--- config.mk ---
export PLATFORM = sky130hd
export DESIGN_NAME = vmx_execute_sequencer
export DESIGN_NICKNAME = d
export VERILOG_FILES = /design/src/rtl/vmx_execute_sequencer.sv
export SDC_FILE = /design/constraint.sdc
export NUM_CORES = 1
export LEC_CHECK = 0
export CAP_MARGIN = 40
export CORE_UTILIZATION = 30
export CTS_BUF_LIST = sky130_fd_sc_hd__clkbuf_4 sky130_fd_sc_hd__clkbuf_8 sky130_fd_sc_hd__clkbuf_16
export DETAILED_ROUTE_END_ITERATION = 16
export HOLD_SLACK_MARGIN = 0.12
export SLEW_MARGIN = 20
export SYNTH_ARGS = -nofsm -noshare
export SYNTH_HDL_FRONTEND = slang
export SYNTH_SLANG_ARGS = --single-unit
--- constraint.sdc ---
create_clock -name clk -period 29.6 [get_ports clk]
set_input_delay 2.96 -clock clk [delete_from_list [all_inputs] [get_ports clk]]
set_output_delay 2.96 -clock clk [all_outputs]
set_load 0.02 [all_outputs]
--- src/rtl/vmx_execute_sequencer.sv ---
// -----------------------------------------------------------------------------
// vmx_execute_sequencer
//
// Sequences weight-load (SETW) and vector (RUN) commands onto a systolic PE
// array. Input vectors are skewed one cycle per lane toward the array and the
// returned products are deskewed back into whole vectors. The whole vectors
// are then buffered in an output FIFO. A credit rule keeps the number of
// vectors in flight plus buffered within the FIFO depth, so the FIFO never
// overflows.
//
// Ports
//   clk, rst (async, active-high), sw_rst (sync clear), halt (freeze)
//   cmd_data/cmd_valid/cmd_ready  : command word, opcode [3:0], count N [15:8]
//   in_data/in_valid/in_ready     : PE_SIZE lanes of PORT_WIDTH bits
//   out_data/out_valid/out_ready  : PE_SIZE lanes of ACC_WIDTH bits
//   pe_load_ctrl                  : per-column {load, row[6:0]} to the array
//   pe_vector                     : skewed input lanes to the array
//   pe_product                    : product lanes returned by the array
//   busy                          : state is not IDLE
//   cmd_err                       : one-cycle pulse on an illegal command
//
// Optional feature macro: VMX_EXEC_PERF_EN
//   Adds perf_busy_cycles and perf_vectors, which are saturating 32-bit counts
//   of busy cycles and of accepted RUN vectors.
// -----------------------------------------------------------------------------
module vmx_execute_sequencer #(
    parameter int PE_SIZE    = 4,
    parameter int PORT_WIDTH = 16,
    parameter int ACC_WIDTH  = 32,
    parameter int PE_LAT     = 4,
    parameter int OUT_DEPTH  = 8
) (
    input  logic                            clk,
    input  logic                            rst,
    input  logic                            sw_rst,
    input  logic                            halt,
    input  logic [31:0]                     cmd_data,
    input  logic                            cmd_valid,
    output logic                            cmd_ready,
    input  logic [PE_SIZE*PORT_WIDTH-1:0]   in_data,
    input  logic                            in_valid,
    output logic                            in_ready,
    output logic [PE_SIZE*ACC_WIDTH-1:0]    out_data,
    output logic                            out_valid,
    input  logic                            out_ready,
    output logic [8*PE_SIZE-1:0]            pe_load_ctrl,
    output logic [PE_SIZE*PORT_WIDTH-1:0]   pe_vector,
    input  logic [PE_SIZE*ACC_WIDTH-1:0]    pe_product,
    output logic                            busy,
    output logic                            cmd_err
`ifdef VMX_EXEC_PERF_EN
    ,
    output logic [31:0]                     perf_busy_cycles,
    output logic [31:0]                     perf_vectors
`endif
);

    localparam int RES_W   = PE_SIZE * ACC_WIDTH;
    localparam int TRK_LEN = PE_LAT + PE_SIZE;
    localparam int AW      = $clog2(OUT_DEPTH);
    localparam int CW      = AW + 1;

    typedef enum logic [1:0] {IDLE, SETW, RUN, DRAIN} state_t;

    state_t             r_state, w_state_nxt;
    logic [7:0]         r_cnt, w_cnt_nxt;
    logic [7:0]         r_n, w_n_nxt;
    logic               r_cmd_err, w_cmd_err_nxt;

    logic [TRK_LEN-1:0] r_vld_sr;
    logic [CW-1:0]      r_inflight;
    logic [CW-1:0]      r_count;
    logic [AW-1:0]      r_wptr, r_rptr;
    logic [RES_W-1:0]   r_mem [OUT_DEPTH];

    logic               w_cmd_fire, w_in_fire, w_run_fire, w_setw_fire;
    logic               w_push, w_pop;
    logic [CW:0]        w_credit;
    logic [7:0]         w_load_word;
    logic [RES_W-1:0]   w_aligned;
    logic               w_unused_cmd_bits;

    assign w_unused_cmd_bits = ^{cmd_data[31:16], cmd_data[7:4]};

    // Handshakes
    assign w_credit    = {1'b0, r_inflight} + {1'b0, r_count};
    assign cmd_ready   = (r_state == IDLE) && !halt;
    assign in_ready    = !halt && ((r_state == SETW) ||
                         ((r_state == RUN) && (w_credit < (CW+1)'(OUT_DEPTH))));
    assign w_cmd_fire  = cmd_valid && cmd_ready;
    assign w_in_fire   = in_valid && in_ready;
    assign w_run_fire  = w_in_fire && (r_state == RUN);
    assign w_setw_fire = w_in_fire && (r_state == SETW);
    assign w_load_word = {1'b1, r_cnt[6:0]};

    assign busy    = (r_state != IDLE);
    assign cmd_err = r_cmd_err;

    // FSM next state
    always_comb begin
        w_state_nxt   = r_state;
        w_cnt_nxt     = r_cnt;
        w_n_nxt       = r_n;
        w_cmd_err_nxt = 1'b0;
        case (r_state)
            IDLE: begin
                if (w_cmd_fire) begin
                    w_cnt_nxt = 8'd0;
                    if (cmd_data[3:0] == 4'd0) begin
                        w_state_nxt = SETW;
                    end else if ((cmd_data[3:0] == 4'd1) && (cmd_data[15:8] != 8'd0)) begin
                        w_state_nxt = RUN;
                        w_n_nxt     = cmd_data[15:8];
                    end else begin
                        w_cmd_err_nxt = 1'b1;
                    end
                end
            end
            SETW: begin
                if (w_in_fire) begin
                    w_cnt_nxt = r_cnt + 8'd1;
                    if (r_cnt == 8'(PE_SIZE - 1)) begin
                        w_state_nxt = IDLE;
                    end
                end
            end
            RUN: begin
                if (w_in_fire) begin
                    w_cnt_nxt = r_cnt + 8'd1;
                    if (r_cnt == (r_n - 8'd1)) begin
                        w_state_nxt = DRAIN;
                    end
                end
            end
            DRAIN: begin
                if ((r_inflight == '0) && (r_count == '0)) begin
                    w_state_nxt = IDLE;
                end
            end
            default: w_state_nxt = IDLE;
        endcase
    end

    // FSM state register
    always_ff @(posedge clk or posedge rst) begin
        if (rst) begin
            r_state   <= IDLE;
            r_cnt     <= 8'd0;
            r_n       <= 8'd0;
            r_cmd_err <= 1'b0;
        end else if (sw_rst) begin
            r_state   <= IDLE;
            r_cnt     <= 8'd0;
            r_n       <= 8'd0;
            r_cmd_err <= 1'b0;
        end else if (!halt) begin
            r_state   <= w_state_nxt;
            r_cnt     <= w_cnt_nxt;
            r_n       <= w_n_nxt;
            r_cmd_err <= w_cmd_err_nxt;
        end
    end

    // In-flight tracking. An accepted RUN vector emerges from this shift
    // register in the same cycle as its deskewed products become aligned.
    assign w_push = r_vld_sr[TRK_LEN-1] && !halt;

    always_ff @(posedge clk or posedge rst) begin
        if (rst) begin
            r_vld_sr   <= '0;
            r_inflight <= '0;
        end else if (sw_rst) begin
            r_vld_sr   <= '0;
            r_inflight <= '0;
        end else if (!halt) begin
            r_vld_sr <= {r_vld_sr[TRK_LEN-2:0], w_run_fire};
            case ({w_run_fire, w_push})
                2'b10:   r_inflight <= r_inflight + CW'(1);
                2'b01:   r_inflight <= r_inflight - CW'(1);
                default: r_inflight <= r_inflight;
            endcase
        end
    end

    // Per-lane skew toward the array and deskew of the returned products
    genvar k;
    generate
        for (k = 0; k < PE_SIZE; k++) begin : g_lane
            logic [PORT_WIDTH-1:0] r_vsk [k+1];
            logic [7:0]            r_lsk [k+1];

            always_ff @(posedge clk or posedge rst) begin
                if (rst) begin
                    for (int j = 0; j <= k; j++) begin
                        r_vsk[j] <= '0;
                        r_lsk[j] <= 8'h00;
                    end
                end else if (sw_rst) begin
                    for (int j = 0; j <= k; j++) begin
                        r_vsk[j] <= '0;
                        r_lsk[j] <= 8'h00;
                    end
                end else if (!halt) begin
                    r_vsk[0] <= w_run_fire ? in_data[k*PORT_WIDTH +: PORT_WIDTH] : '0;
                    r_lsk[0] <= w_setw_fire ? w_load_word : 8'h00;
                    for (int j = 1; j <= k; j++) begin
                        r_vsk[j] <= r_vsk[j-1];
                        r_lsk[j] <= r_lsk[j-1];
                    end
                end
            end

            assign pe_vector[k*PORT_WIDTH +: PORT_WIDTH] = r_vsk[k];
            assign pe_load_ctrl[k*8 +: 8]                = r_lsk[k];

            // The last lane arrives latest, so it needs no deskew.
            if (k == PE_SIZE - 1) begin : g_direct
                assign w_aligned[k*ACC_WIDTH +: ACC_WIDTH] = pe_product[k*ACC_WIDTH +: ACC_WIDTH];
            end else begin : g_deskew
                localparam int D = PE_SIZE - 1 - k;
                logic [ACC_WIDTH-1:0] r_dsk [D];

                always_ff @(posedge clk or posedge rst) begin
                    if (rst) begin
                        for (int j = 0; j < D; j++) r_dsk[j] <= '0;
                    end else if (sw_rst) begin
                        for (int j = 0; j < D; j++) r_dsk[j] <= '0;
                    end else if (!halt) begin
                        r_dsk[0] <= pe_product[k*ACC_WIDTH +: ACC_WIDTH];
                        for (int j = 1; j < D; j++) r_dsk[j] <= r_dsk[j-1];
                    end
                end

                assign w_aligned[k*ACC_WIDTH +: ACC_WIDTH] = r_dsk[D-1];
            end
        end
    endgenerate

    // Output FIFO
    assign out_valid = (r_count != '0) && !halt;
    assign w_pop     = out_valid && out_ready;
    assign out_data  = r_mem[r_rptr];

    always_ff @(posedge clk or posedge rst) begin
        if (rst) begin
            r_wptr  <= '0;
            r_rptr  <= '0;
            r_count <= '0;
        end else if (sw_rst) begin
            r_wptr  <= '0;
            r_rptr  <= '0;
            r_count <= '0;
        end else if (!halt) begin
            if (w_push) r_wptr <= r_wptr + AW'(1);
            if (w_pop)  r_rptr <= r_rptr + AW'(1);
            case ({w_push, w_pop})
                2'b10:   r_count <= r_count + CW'(1);
                2'b01:   r_count <= r_count - CW'(1);
                default: r_count <= r_count;
            endcase
        end
    end

    always_ff @(posedge clk) begin
        if (w_push) begin
            r_mem[r_wptr] <= w_aligned;
        end
    end

`ifdef VMX_EXEC_PERF_EN
    logic [31:0] r_perf_busy, r_perf_vec;

    always_ff @(posedge clk or posedge rst) begin
        if (rst) begin
            r_perf_busy <= 32'd0;
            r_perf_vec  <= 32'd0;
        end else if (sw_rst) begin
            r_perf_busy <= 32'd0;
            r_perf_vec  <= 32'd0;
        end else if (!halt) begin
            if (busy && (r_perf_busy != 32'hFFFF_FFFF)) r_perf_busy <= r_perf_busy + 32'd1;
            if (w_run_fire && (r_perf_vec != 32'hFFFF_FFFF)) r_perf_vec <= r_perf_vec + 32'd1;
        end
    end

    assign perf_busy_cycles = r_perf_busy;
    assign perf_vectors     = r_perf_vec;
`endif

endmodule

-- After elaboration in Yosys (flattened, before gate mapping)
Memories as Yosys holds them, arrays and structs flattened.
Index checks and enable logic that the tools add are counted.
Widths: inputs -> output; s select.
- register bits: 473
- output and inout bits: 229
- memory bits (writable): 1024
- word-level logic and storage cells: 174
- memories kept: 1
- memory list (name ; words ; bits a word ; rd ports ; clocked after Yosys merged registers in ; write ports ; RTL line ; RTL):
    r_mem ; 8 ; 128 ; 1 ; 0 ; 1 ; 74 ; logic [RES_W-1:0] r_mem [OUT_DEPTH];
- reductions and logical operators: 37
- order comparisons: 1
- multiplexer cells: 71
- equal/unequal tests: 20
- add/subtract/negate cells: 9
- operators by type and width (operator ; number):
    $mux 64 ; 4
    $mux 32 ; 6
    $mux 96 ; 2
    $mux 16 ; 8
    $mux 8 ; 15
    $mux 48 ; 2
    $mux 24 ; 2
    $mux 2 ; 10
    $mux 3 ; 6
    $mux 4 ; 4
    $pmux 4 s2 ; 2
    $pmux 8 s2 ; 1
    $logic_and 1x1->1 ; 12
    $logic_not 4->1 ; 3
    $ne 3x3->1 const B ; 4
    $reduce_bool 2->1 ; 6
    $reduce_bool 3->1 ; 3
    $add 4x1->4 const B ; 2
    $add 8x1->8 const B ; 1
    $eq 2x2->1 const B ; 4
    $eq 8x2->1 const B ; 1
    $eq 8x8->1 ; 1
    $mux 1 ; 8
    $pmux 2 s4 ; 1
    other kinds (21) ; 30

-- Depth between registers and ports, before layout
- depth in word-level cells: 11
- gate-level depth with buffers: 11
- depth with buffers taken out: 11

-- Worst setup path after synthesis
OpenSTA, ideal clock, no wires.
- kind: input-to-reg
- from: input halt
- to: memory r_mem[0][0] (netlist name), enable pin
- path buffers: 0
- arrival: 15.259 ns
- library setup time: 0.928 ns
- cell stages on the path: 3
- path slack: 13.412 ns
- cell sequence: inv_2 -> nand2_1 -> nor4_1
- longest elaborated chain between the ends: 4
- ends and longest elaborated chain (element ; RTL line ; RTL):
    start, declared ; 36 ; input logic halt,
    $logic_not 1->1 ; n/a ;
    $logic_and 1x1->1 ; 166 ; assign w_push = r_vld_sr[TRK_LEN-1] && !halt;
    $mux 1 ; 265 ; if (w_push) begin
    $mux 1 (not written as such) ; 266 ; r_mem[r_wptr] <= w_aligned;
    end, declared ; 74 ;
No other way between the ends.

-- Final worst setup path
- from: register r_rptr[0]
- to: output out_data[52]
- longest elaborated chain between the ends: 1
- ends and longest elaborated chain (element ; RTL line ; RTL):
    start, declared ; 73 ; logic [AW-1:0] r_wptr, r_rptr;
    start signal, assigned ; 255 ; if (w_pop) r_rptr <= r_rptr + AW'(1);
    $mem_v2 8x128 ; n/a ;
    end, declared ; 43 ; output logic [PE_SIZE*ACC_WIDTH-1:0] out_data,
No other way between the ends.

==> flow_summary.json <==
{
  "status": "completed",
  "cp_cell_sequence": "buf_16, buf_4, buf_16, buf_4, buf_16, buf_4, mux4_2, mux2_2, clkdlybuf4s50_1",
  "synth_ff_type": "edfxtp_1",
  "end_kind": "output port",
  "clkTransAtPathRegs_ns": 0.06,
  "drive_gt1_share_pct": 21.2,
  "die_w_um": 435,
  "crit_buf_inv": 7,
  "area_delta_synth_final_pct": 22.8,
  "ys_types": 66,
  "die-area_um2": 189000,
  "yosys.area.top_type": "edfxtp_1",
  "setup_violations": 0,
  "synth.top_cells.by_count": "edfxtp_1 (1024), dfrtp_1 (425), nor2_1 (357)",
  "critPathSlowestCell": "dfrtp_4",
  "async_flop_share_pct": 29.3,
  "nFillCells": 17200,
  "boundaryPins": 460,
  "portBuffers": 439,
  "critPathKind": "flop to output port",
  "clkSinkCount": 1449,
  "fmax_mhz": 127,
  "netlist_instances": 2998,
  "yosysTopAreaCellShare_pct": 54.6,
  "ir_drop_v": 0.0000393,
  "hold_viol_final": 0,
  "cp_top_family": "buffers and inverters",
  "setup_slack_ns": 21.72,
  "die_h_um": 435,
  "min_period_ns": 7.88,
  "vias_per_cell": 4.64,
  "clk_latency_ns": 0.79,
  "cts_buffer_depth": 3,
  "ys_warn_count": 0,
  "cts_setup_buffers": 0,
  "grt.total_usage_pct": 13.9,
  "p_leak_uw": 0.0250,
  "worst_pin_slew_ns": 1.11,
  "cts_buffers": 156,
  "core_um2": 186000,
  "worstPathArrival_ns": 4.92,
  "drt_pre_antenna_iters": 4,
  "syn_nets": 3246,
  "final_cell_area_um2": 69100,
  "synth_seq_cells": 1449,
  "tns_ns": 0,
  "wirelength_um": 132000,
  "grt_pass1_wl_um": 198000,
  "gp_congestion": 0.714,
  "finClkSkew_ns": 0.0268,
  "powerDensity_nw_per_um2": 62.0,
  "drc": 0,
  "synth_edf_count": 1024,
  "max_cap_violations": 0,
  "cts_tree": "done",
  "final_antenna_net_count": 0,
  "drv_slew": 0,
  "yosysMostFrequentCell": "edfxtp_1",
  "grt_max_degree": 129,
  "cts_hold_buf": 0,
  "fin_crit_sh_pct": 26.6,
  "cp_max_fo": 34,
  "synth_area_leaders": "edfxtp_1 (55%), dfrtp_1 (19%), mux4_2 (10%)",
  "nNetsFinal": 3701,
  "rsz0062_at_grt": "false",
  "min_path_type": "flop to flop",
  "core.rowCount": 158,
  "seq_area_frac_synth_pct": 73.5,
  "preCtsSetupSlack_ns": 22.03,
  "mappedNetlistArea_um2": 56300,
  "avgSynthCellArea_um2": 18.8,
  "overflow": 0,
  "start_util_pct": 30.3,
  "slew_headroom_pct": 26.2,
  "wire_per_inst_um": 21.8,
  "place_area_um2": 63700,
  "vias": 28200,
  "grt_pass1_vias": 30200,
  "startpoint_type": "flop",
  "drtIter0Drc": 1664,
  "antenna_found_initial": 9,
  "worstPathRequired_ns": 26.64,
  "cts_resized": 0,
  "cts-root-buf": "clkbuf_16",
  "htree_levels": 4,
  "cp_slowest_stage_delay_ns": 0.61,
  "dp_hpwl_um": 75800
}
-- registers in the layout (all words and copies together), names as in the netlist --
register / count
r_mem: 1024
g_lane.g_deskew.r_dsk: 192
g_lane.r_vsk: 112
pe_vector: 48
pe_load_ctrl: 24
g_lane.r_lsk: 8
r_cnt: 8
r_n: 8
r_vld_sr: 8
r_count: 4
r_inflight: 4
r_rptr: 3
r_wptr: 3
r_state: 2
cmd_err: 1
-- worst reg2reg max path: cells and delay by family, from the launching register on --
kind          cells  cell delay (ns)
buf+inv           5             2.15
simple gates      3             1.15
flops             1             0.73
-- final cells by class --
| class | instances | area (um2) | share of cell area, % |
|---|---|---|---|
| clock inverters | 70 | 668 | 0.966 |
| flip-flops and latches | 1449 | 41400 | 59.9 |
| diodes | 5 | 12.5 | 0.0181 |
| well taps | 2480 | 3100 | 4.49 |
| inverters | 12 | 52.6 | 0.0760 |
| repair buffers | 516 | 5500 | 7.96 |
| clock buffers | 220 | 4560 | 6.60 |
| multi-input cells | 1318 | 13800 | 20.0 |
-- layout by cell type (no fill, tap or decap), types with 7 or more instances in the layout --
cell and instances:
mux4_2 256, mux2i_1 330, nor2_1 353, a22o_1 71
a21oi_1 14, clkinv_1 17, dfrtp_1 422, clkdlybuf4s50_1 437
clkbuf_8 17, xor2_1 9, ha_1 16, clkinv_2 22
clkbuf_16 160, buf_12 13, xnor2_1 15, mux2_2 128
buf_16 18, buf_4 45, nand2_1 21, inv_1 9
bufinv_16 7, edfxtp_1 1024, clkbuf_4 43, nand3_1 9
-- routing by layer --
layer  GRT usage (%)  wire, um
met5               0        25
met4            4.51      3340
met3            2.99      6160
met2            24.3     68300
met1            17.1     54500
-- cell families (layout without fill, tap and decap cells) --
logic type	Yosys count	in the layout	share of synthesized area (%)
other	0	5	0
adder cells (fa/ha/maj)	17	17	0.391
flip-flops	1449	1449	73.5
AO/OA/AOI/OAI	131	131	1.92
multiplexers	714	714	18.7
XOR/XNOR	24	24	0.373
buffers and inverters	231	818	2.00
AND/OR/NAND/NOR	432	432	3.12
-- metrics by stage --
step	hold WS, ns	instances	power [uW]	utilization (%)
5_1_grt	0.500	6069	4440	37.2
4_1_cts	0.487	6057	4360	37.1
3_3_place_gp	0.464	5747	2380	34.0
3_5_place_dp	0.474	5767	2380	34.3
2_1_floorplan	0.449	2998	2310	-
6_report	0.481	6070	4290	37.2
-- path summary, 6_finish.rpt --
check / slack [ns] / cells past startpoint / start / end
setup / recovery: 21.72 / 9 / r_rptr[0] / out_data[52]
hold reg to reg: 0.48 / 1 / r_vld_sr[0] / r_vld_sr[0]
min in group asynchronous: 2.54 / 2 / rst / g_lane[2].r_vsk[19]
hold / removal: 0.48 / 1 / r_vld_sr[0] / r_vld_sr[0]
max in group asynchronous: 24.32 / 8 / rst / g_lane[0].g_deskew.r_dsk[35]
setup reg to reg: 25.23 / 8 / r_vld_sr[7] / r_mem[1][61]
-- report_power, final --
group | internal (uW) | total [uW] | switching (uW)
registers | 2180 | 2200 | 17.0
clock network | 1150 | 1950 | 805
logic | 60.2 | 135 | 74.9
total | 3390 | 4290 | 897
Note: power is estimated with default switching activity, not from simulation.
